==> config.mk <==
export PLATFORM = sky130hd
export DESIGN_NAME = axi_burst_slave
export DESIGN_NICKNAME = d
export VERILOG_FILES = /design/src/rtl/axi_burst_slave.sv
export SDC_FILE = /design/constraint.sdc
export NUM_CORES = 2
export LEC_CHECK = 0
export BUFFER_PORTS_ARGS = -buffer_cell sky130_fd_sc_hd__buf_2
export CORE_UTILIZATION = 34
export DETAILED_ROUTE_END_ITERATION = 10
export GPL_ROUTABILITY_DRIVEN = 0
export GPL_TIMING_DRIVEN = 1
export SYNTH_ARGS = -nofsm -noshare
export SYNTH_HDL_FRONTEND = slang
export SYNTH_SLANG_ARGS = --single-unit
==> constraint.sdc <==
create_clock -name ACLK -period 4.8 [get_ports ACLK]
set_input_delay 0.96 -clock ACLK [delete_from_list [all_inputs] [get_ports ACLK]]
set_output_delay 0.96 -clock ACLK [all_outputs]
set_load 0.01 [all_outputs]
==> src/rtl/axi_burst_slave.sv <==
// AXI4 burst slave over a word memory: queued AW/B write path and a two-state read FSM.
// Define AXI_SLAVE_ERR_CHECK_EN for SLVERR on out-of-range beats and WLAST mismatches.
module axi_burst_slave #(
  parameter int MEM_WORDS = 64,
  parameter int AW_DEPTH  = 4,
  parameter int B_DEPTH   = 4
) (
  input  logic        ACLK,
  input  logic        ARESETn,
  input  logic [3:0]  S_AXI_AWID,
  input  logic [31:0] S_AXI_AWADDR,
  input  logic [7:0]  S_AXI_AWLEN,
  input  logic [2:0]  S_AXI_AWSIZE,
  input  logic [1:0]  S_AXI_AWBURST,
  input  logic [2:0]  S_AXI_AWPROT,
  input  logic [3:0]  S_AXI_AWCACHE,
  input  logic        S_AXI_AWLOCK,
  input  logic [3:0]  S_AXI_AWQOS,
  input  logic [3:0]  S_AXI_AWREGION,
  input  logic        S_AXI_AWVALID,
  output logic        S_AXI_AWREADY,
  input  logic [31:0] S_AXI_WDATA,
  input  logic [3:0]  S_AXI_WSTRB,
  input  logic        S_AXI_WLAST,
  input  logic        S_AXI_WVALID,
  output logic        S_AXI_WREADY,
  output logic [3:0]  S_AXI_BID,
  output logic [1:0]  S_AXI_BRESP,
  output logic        S_AXI_BVALID,
  input  logic        S_AXI_BREADY,
  input  logic [3:0]  S_AXI_ARID,
  input  logic [31:0] S_AXI_ARADDR,
  input  logic [7:0]  S_AXI_ARLEN,
  input  logic [2:0]  S_AXI_ARSIZE,
  input  logic [1:0]  S_AXI_ARBURST,
  input  logic [2:0]  S_AXI_ARPROT,
  input  logic [3:0]  S_AXI_ARCACHE,
  input  logic        S_AXI_ARLOCK,
  input  logic [3:0]  S_AXI_ARQOS,
  input  logic [3:0]  S_AXI_ARREGION,
  input  logic        S_AXI_ARVALID,
  output logic        S_AXI_ARREADY,
  output logic [3:0]  S_AXI_RID,
  output logic [31:0] S_AXI_RDATA,
  output logic [1:0]  S_AXI_RRESP,
  output logic        S_AXI_RLAST,
  output logic        S_AXI_RVALID,
  input  logic        S_AXI_RREADY
);
  localparam int IDXW = (MEM_WORDS > 1) ? $clog2(MEM_WORDS) : 1;
  localparam int AWPW = (AW_DEPTH > 1) ? $clog2(AW_DEPTH) : 1;
  localparam int BPW  = (B_DEPTH > 1) ? $clog2(B_DEPTH) : 1;
  localparam int AWCW = $clog2(AW_DEPTH + 1);
  localparam int BCW  = $clog2(B_DEPTH + 1);
  localparam logic [1:0] OKAY = 2'b00, SLVERR = 2'b10, BURST_FIXED = 2'b00;

  typedef enum logic [0:0] {R_IDLE, R_BURST} r_state_t;

  logic [31:0] mem [MEM_WORDS];

  function automatic logic [IDXW-1:0] word_idx(input logic [31:0] addr);
    logic [31:0] w;
    w = (addr >> 2) % 32'(MEM_WORDS);
    return w[IDXW-1:0];
  endfunction

  function automatic logic [31:0] next_addr(input logic [31:0] addr, input logic [1:0] burst);
    return (burst == BURST_FIXED) ? addr : addr + 32'd4;
  endfunction

`ifdef AXI_SLAVE_ERR_CHECK_EN
  function automatic logic in_range(input logic [31:0] addr);
    return addr < 32'(MEM_WORDS * 4);
  endfunction
`endif

  function automatic logic [31:0] rd_data(input logic [31:0] addr);
`ifdef AXI_SLAVE_ERR_CHECK_EN
    if (!in_range(addr)) return 32'd0;
`endif
    return mem[word_idx(addr)];
  endfunction

  function automatic logic [1:0] rd_resp(input logic [31:0] addr);
`ifdef AXI_SLAVE_ERR_CHECK_EN
    if (!in_range(addr)) return SLVERR;
`endif
    return (addr == 32'd0) ? OKAY : OKAY;
  endfunction

  // run holds the ready outputs low until the first edge after reset release
  logic             run;
  logic [3:0]       aw_id_q    [AW_DEPTH];
  logic [31:0]      aw_addr_q  [AW_DEPTH];
  logic [7:0]       aw_len_q   [AW_DEPTH];
  logic [1:0]       aw_burst_q [AW_DEPTH];
  logic [AWPW-1:0]  aw_wp, aw_rp;
  logic [AWCW-1:0]  aw_cnt;
  logic [3:0]       b_id_q   [B_DEPTH];
  logic [1:0]       b_resp_q [B_DEPTH];
  logic [BPW-1:0]   b_wp, b_rp;
  logic [BCW-1:0]   b_cnt;
  logic [7:0]       w_beat;
  logic [31:0]      w_addr_q, w_addr;
  logic             w_err_q, w_beat_err, w_oor;
  logic             aw_push, w_fire, w_last, b_pop;
  logic [1:0]       b_resp_new;

  assign aw_push = S_AXI_AWVALID && S_AXI_AWREADY;
  assign w_fire  = S_AXI_WVALID && S_AXI_WREADY;
  assign w_last  = w_fire && (w_beat == aw_len_q[aw_rp]);
  assign b_pop   = S_AXI_BVALID && S_AXI_BREADY;
  assign w_addr  = (w_beat == 8'd0) ? aw_addr_q[aw_rp] : w_addr_q;

  assign S_AXI_AWREADY = run && (aw_cnt < AWCW'(AW_DEPTH));
  assign S_AXI_WREADY  = run && (aw_cnt != '0) && (b_cnt < BCW'(B_DEPTH));
  assign S_AXI_BVALID  = (b_cnt != '0);
  assign S_AXI_BID     = S_AXI_BVALID ? b_id_q[b_rp] : 4'd0;
  assign S_AXI_BRESP   = S_AXI_BVALID ? b_resp_q[b_rp] : 2'd0;

`ifdef AXI_SLAVE_ERR_CHECK_EN
  assign w_oor      = !in_range(w_addr);
  assign w_beat_err = w_oor || (S_AXI_WLAST != (w_beat == aw_len_q[aw_rp]));
`else
  assign w_oor      = 1'b0;
  assign w_beat_err = 1'b0;
`endif
  assign b_resp_new = (w_err_q || w_beat_err) ? SLVERR : OKAY;

  always_ff @(posedge ACLK) begin
    if (ARESETn && w_fire && !w_oor) begin
      for (int i = 0; i < 4; i++)
        if (S_AXI_WSTRB[i]) mem[word_idx(w_addr)][8*i +: 8] <= S_AXI_WDATA[8*i +: 8];
    end
  end

  always_ff @(posedge ACLK) begin
    if (!ARESETn) begin
      run      <= 1'b0;
      aw_wp    <= '0;
      aw_rp    <= '0;
      aw_cnt   <= '0;
      b_wp     <= '0;
      b_rp     <= '0;
      b_cnt    <= '0;
      w_beat   <= 8'd0;
      w_addr_q <= 32'd0;
      w_err_q  <= 1'b0;
    end else begin
      run <= 1'b1;
      if (aw_push) begin
        aw_id_q[aw_wp]    <= S_AXI_AWID;
        aw_addr_q[aw_wp]  <= S_AXI_AWADDR;
        aw_len_q[aw_wp]   <= S_AXI_AWLEN;
        aw_burst_q[aw_wp] <= S_AXI_AWBURST;
        aw_wp <= (aw_wp == AWPW'(AW_DEPTH - 1)) ? '0 : aw_wp + 1'b1;
      end
      if (w_last) begin
        w_beat  <= 8'd0;
        w_err_q <= 1'b0;
        aw_rp   <= (aw_rp == AWPW'(AW_DEPTH - 1)) ? '0 : aw_rp + 1'b1;
        b_id_q[b_wp]   <= aw_id_q[aw_rp];
        b_resp_q[b_wp] <= b_resp_new;
        b_wp <= (b_wp == BPW'(B_DEPTH - 1)) ? '0 : b_wp + 1'b1;
      end else if (w_fire) begin
        w_beat   <= w_beat + 8'd1;
        w_addr_q <= next_addr(w_addr, aw_burst_q[aw_rp]);
        w_err_q  <= w_err_q || w_beat_err;
      end
      if (b_pop) b_rp <= (b_rp == BPW'(B_DEPTH - 1)) ? '0 : b_rp + 1'b1;
      aw_cnt <= aw_cnt + AWCW'(aw_push) - AWCW'(w_last);
      b_cnt  <= b_cnt + BCW'(w_last) - BCW'(b_pop);
    end
  end

  r_state_t    r_state;
  logic [31:0] r_addr, r_next;
  logic [7:0]  r_len, r_beat;
  logic [1:0]  r_burst;

  assign r_next = next_addr(r_addr, r_burst);

  always_ff @(posedge ACLK) begin
    if (!ARESETn) begin
      r_state       <= R_IDLE;
      S_AXI_ARREADY <= 1'b0;
      S_AXI_RVALID  <= 1'b0;
      S_AXI_RLAST   <= 1'b0;
      S_AXI_RID     <= 4'd0;
      S_AXI_RRESP   <= 2'd0;
      S_AXI_RDATA   <= 32'd0;
      r_addr        <= 32'd0;
      r_len         <= 8'd0;
      r_beat        <= 8'd0;
      r_burst       <= 2'd0;
    end else begin
      case (r_state)
        R_IDLE: begin
          S_AXI_ARREADY <= 1'b1;
          if (S_AXI_ARVALID && S_AXI_ARREADY) begin
            r_state       <= R_BURST;
            S_AXI_ARREADY <= 1'b0;
            r_addr        <= S_AXI_ARADDR;
            r_len         <= S_AXI_ARLEN;
            r_burst       <= S_AXI_ARBURST;
            r_beat        <= 8'd0;
            S_AXI_RVALID  <= 1'b1;
            S_AXI_RID     <= S_AXI_ARID;
            S_AXI_RDATA   <= rd_data(S_AXI_ARADDR);
            S_AXI_RRESP   <= rd_resp(S_AXI_ARADDR);
            S_AXI_RLAST   <= (S_AXI_ARLEN == 8'd0);
          end
        end
        R_BURST: begin
          if (S_AXI_RREADY) begin
            if (S_AXI_RLAST) begin
              r_state       <= R_IDLE;
              S_AXI_ARREADY <= 1'b1;
              S_AXI_RVALID  <= 1'b0;
              S_AXI_RLAST   <= 1'b0;
              S_AXI_RDATA   <= 32'd0;
              S_AXI_RRESP   <= 2'd0;
            end else begin
              r_addr      <= r_next;
              r_beat      <= r_beat + 8'd1;
              S_AXI_RDATA <= rd_data(r_next);
              S_AXI_RRESP <= rd_resp(r_next);
              S_AXI_RLAST <= ((r_beat + 8'd1) == r_len);
            end
          end
        end
        default: r_state <= R_IDLE;
      endcase
    end
  end

  logic unused_ok;
  assign unused_ok = ^{S_AXI_AWSIZE, S_AXI_AWPROT, S_AXI_AWCACHE, S_AXI_AWLOCK, S_AXI_AWQOS,
                       S_AXI_AWREGION, S_AXI_ARSIZE, S_AXI_ARPROT, S_AXI_ARCACHE, S_AXI_ARLOCK,
                       S_AXI_ARQOS, S_AXI_ARREGION, S_AXI_WLAST};
endmodule

==> metrics.md <==
| Metric | Value |
|---|---|
| Outcome | complete, no violations |
| R2r setup slk | 0.34 ns |
| Critical Path End Type | flop |
| Maxcap violations | 0 |
| CTS tree | built |
| CP Max Fanout | 20 |
| Max-slew violations | 0 |
| Leak | 38.0 nW |
| Synth Flop Type | edfxtp_1 |
| Port bufs | 128 |
| Fin crit period | 4.46 ns |
| Initial core utilization | 0.343 |
| Area leader, netlist | edfxtp_1 |
| CTS Hold Bufs | 0 |
| Internal power | 33.9 mW |
| Mapped Area | between 100000 and 150000 um2 |
| Post-CTS Setup Bufs | 0 |
| Grt total ovfl | 0 |
| Number of buffers created by CTS | 227 |
| Startpoint Class | flop |
| P per Cell Area | ~380 nW/um2 |
| Clock Skews | 0.103 ns |
| Largest net degree at the start of global routing | 75 |
| Die Y-Extent | approximately 560 um |
| Post-synth EDFFs | 2144 |
| Worst relative slew slack | 0.0911 |
| Unrepaired setup endpoints after global routing | no |
| Worst VDD drop | around 330 uV |
| Seq/Total Area, Yosys | 0.630 |
| Die W | 558 um |
| Maximum clock frequency | approximately 0.22 GHz |
| Yosys warnings | 0 |
| I/O pin total | 224 |
| Hold Violations, Final | 0 |
| Clock share of power | 0.397 |
| Root Buffer | clkbuf_16 |
| WHS | roughly 0.31 ns |
| Sw frac | 0.259 |
| Worst-path clk slew | 0.06 ns |
| Syn avg cell area | about 17 um2 |
| NumNets Final | 6892 |
| Sequential power share | 0.473 |
| P_sw | 11.8 mW |
| Final antenna-violating net count | 0 |
| Tot GR Track Use | 0.239 |
| First-pass GRT wire length | 526000 um |
| Initial antenna violation count | 33 |
| Critical R2R Capture | S_AXI_RDATA[7]$_SDFFE_PN0P_ |
| Post-cts sizing count | 0 |
| Area Overhead vs Synth | 14.9% |
| Vias/cell | 6.23 |
| Crit. Startpoint | r_burst[0]$_SDFFE_PN0P_ |
| Setup WS pre-CTS | between 0.5 and 0.6 ns |
| # DRC | 0 |
| Initial DRC Count | 10600 |
| WS Path Type | reg2reg |
| Row cnt | 203 |
| Setup crit end | S_AXI_RDATA[7]$_SDFFE_PN0P_ |
| Clock sinks | 2241 |
| Period utilisation layout | 0.929 |
| Min setup slack post-route | 0.342 ns |
| Die ar. | approximately 310000 um2 |
| Clock tree buffer depth | 4 |
| Combinational power share | 0.130 |
| Yosys cell types | 93 |
| DP Wirelength | 251000 um |
| Post-Syn Instances | around 6300 |
| Cells on worst reg2reg path | 10 |
| Vias in the first global route | 67400 |
| Final WL | 379000 um |
| Final std cells w/o fill | ~11000 |
| Setup_tns | 0 ns |
| Hold WC Path Type | in2reg |
| H-Tree Depth | 4 |
| # setup viols final | 0 |
| Worst Path Arrival | 5.20 ns |
| DR vias | 68500 |
| Synth Register Bits | 2241 |
| Placed cells | roughly 11000 |
| Share of cells above drive strength 1 | 0.295 |
| Ranking of synthesized cells by area | edfxtp_1 (61%), mux4_2 (20%), nand2_1 (2.2%), dfxtp_1 (1.8%), mux2i_1 (1.8%) |
| WP data required | 5.54 ns |
| Slew at the pin closest to its max-slew limit | 1.36 ns |
| Share of the synthesized area in the top cell type | 0.612 |
| R2R Path Start | r_burst[0]$_SDFFE_PN0P_ |
| Routed len/inst | between 30 and 40 um |
| Async SR Flop Fraction | 0 |
| Worst-Skew Late Latency | 0.95 ns |
| Drt pass-1 iters | 6 |
| CORE AREA | about 310000 um2 |
[Yosys cell counts (all sizes together) (7+ instances only)]
cell and n:
nand3 313, o21ai 119, nor4 8, mux2 12, and3 43, mux2i 189, buf 313, edfxtp 2144
ha 17, nand4 34, a221oi 30, nor2b 23, a2111oi 9, and2 30, o2111ai 10, nand2b 7
a211oi 24, a21boi 18, a21oi 135, xor2 13, clkbuf 198, o221ai 7, dfxtp 97, o211ai 12
inv 16, nand2 632, a311oi 26, xnor2 33, mux4 935, nor3 85, o22ai 116, nor2 310
a22oi 89, a31oi 77, a22o 9, or3 20, a32oi 63, a211o 8
[placed cells by master (no fill, tap or decap), types with 102 or more instances in the layout]
| master | n |
|---|---|
| edfxtp_1 | 2144 |
| mux4_2 | 935 |
| nand2_1 | 623 |
| buf_4 | 500 |
| nand3_1 | 312 |
| nor2_1 | 291 |
| clkbuf_16 | 228 |
| mux2i_1 | 188 |
| a21oi_1 | 132 |
| buf_2 | 122 |
| o22ai_1 | 116 |
| o21ai_0 | 102 |
[area by class of cell]
type	instances	area (um2)
Clock inverter	132	1430
Timing Repair Buffer	683	5560
Tap cell	4100	5130
Multi-Input combinational cell	3528	36300
Clock buffer	283	6020
Fill cell	28000	186000
Antenna cell	19	47.5
Sequential cell	2241	66300
Inverter	18	67.6
[registers in the layout, indices dropped and copies added, names as in the netlist, 4 cells and up, named ones only]
signal,count
aw_id_q,16
w_beat,8
b_id_q,16
aw_burst_q,8
r_addr,6
aw_len_q,32
mem,2048
r_beat,8
r_len,8
S_AXI_RID,4
w_addr_q,6
S_AXI_RDATA,32
aw_addr_q,24
[through the flow]
stage / instance area (um2) / utilization / power (mW)
finish: 121000 / 0.394 / 45.7
global route: 121000 / 0.394 / 46.7
CTS: 121000 / 0.394 / 45.7
detailed placement: 113000 / 0.370 / 27.9
global placement: 113000 / 0.370 / 27.8
floorplan: 105000 / - / 25.4
[routing by layer]
metal | up-vias | track usage | wire, um | share of wire
met5 | - | 0 | 173 | 0.00046
met4 | 28 | 0.135 | 24800 | 0.065
met3 | 1083 | 0.0621 | 47600 | 0.13
met2 | 5027 | 0.367 | 171000 | 0.45
met1 | 35600 | 0.308 | 135000 | 0.36
li1 | 26800 | - | - | -
[worst max-delay path, stage by stage (launching register included)]
cell and delay [ns]:
dfxtp_1 0.62, buf_4 0.41, o2111ai_2 0.34, xnor2_2 0.71, nand2_1 0.37, nand2_1 0.84, buf_4 0.31, o22ai_1 0.13
a221oi_1 0.32, buf_4 0.21, nor2_1 0.06
[logic make-up (layout without fill, tap and decap cells)]
| kind of cell | after synthesis | count (layout) | synth area share |
|---|---|---|---|
| compound gates | 799 | 799 | 0.0519 |
| xor+xnor | 46 | 46 | 0.00401 |
| fa+ha+maj | 19 | 19 | 0.00240 |
| buf+inv | 529 | 1116 | 0.0276 |
| flops | 2241 | 2241 | 0.630 |
| mux | 1136 | 1136 | 0.219 |
| other cells | 1 | 23 | 0.0000356 |
| simple gates | 1524 | 1524 | 0.0643 |
[worst min-delay path by stage]
stage,from,end,slack (ns),depth (start not counted)
6_report,S_AXI_AWLEN[1],aw_len_q[0][1]$_DFFE_PP_,0.31,1
2_1_floorplan,w_addr_q[7]$_SDFFE_PN0P_,w_addr_q[7]$_SDFFE_PN0P_,0.45,2
5_1_grt,S_AXI_AWBURST[1],aw_burst_q[3][1]$_DFFE_PP_,0.28,1
3_5_place_dp,S_AXI_RID[1]$_SDFFE_PN0P_,S_AXI_RID[1]$_SDFFE_PN0P_,0.46,2
3_3_place_gp,S_AXI_RID[0]$_SDFFE_PN0P_,S_AXI_RID[0]$_SDFFE_PN0P_,0.44,2
4_1_cts,S_AXI_AWBURST[1],aw_burst_q[3][1]$_DFFE_PP_,0.25,1
[power groups by stage]
stage / logic (mW) / clock network (mW) / registers [mW]
after floorplan: 3.41 / 0 / 22.0
after global placement: 5.78 / 0 / 22.0
after detailed placement: 5.83 / 0 / 22.0
after CTS: 5.85 / 18.3 / 21.6
after global routing: 6.13 / 19.0 / 21.6
final: 5.97 / 18.2 / 21.6
Note: power is estimated with default switching activity, not from simulation.
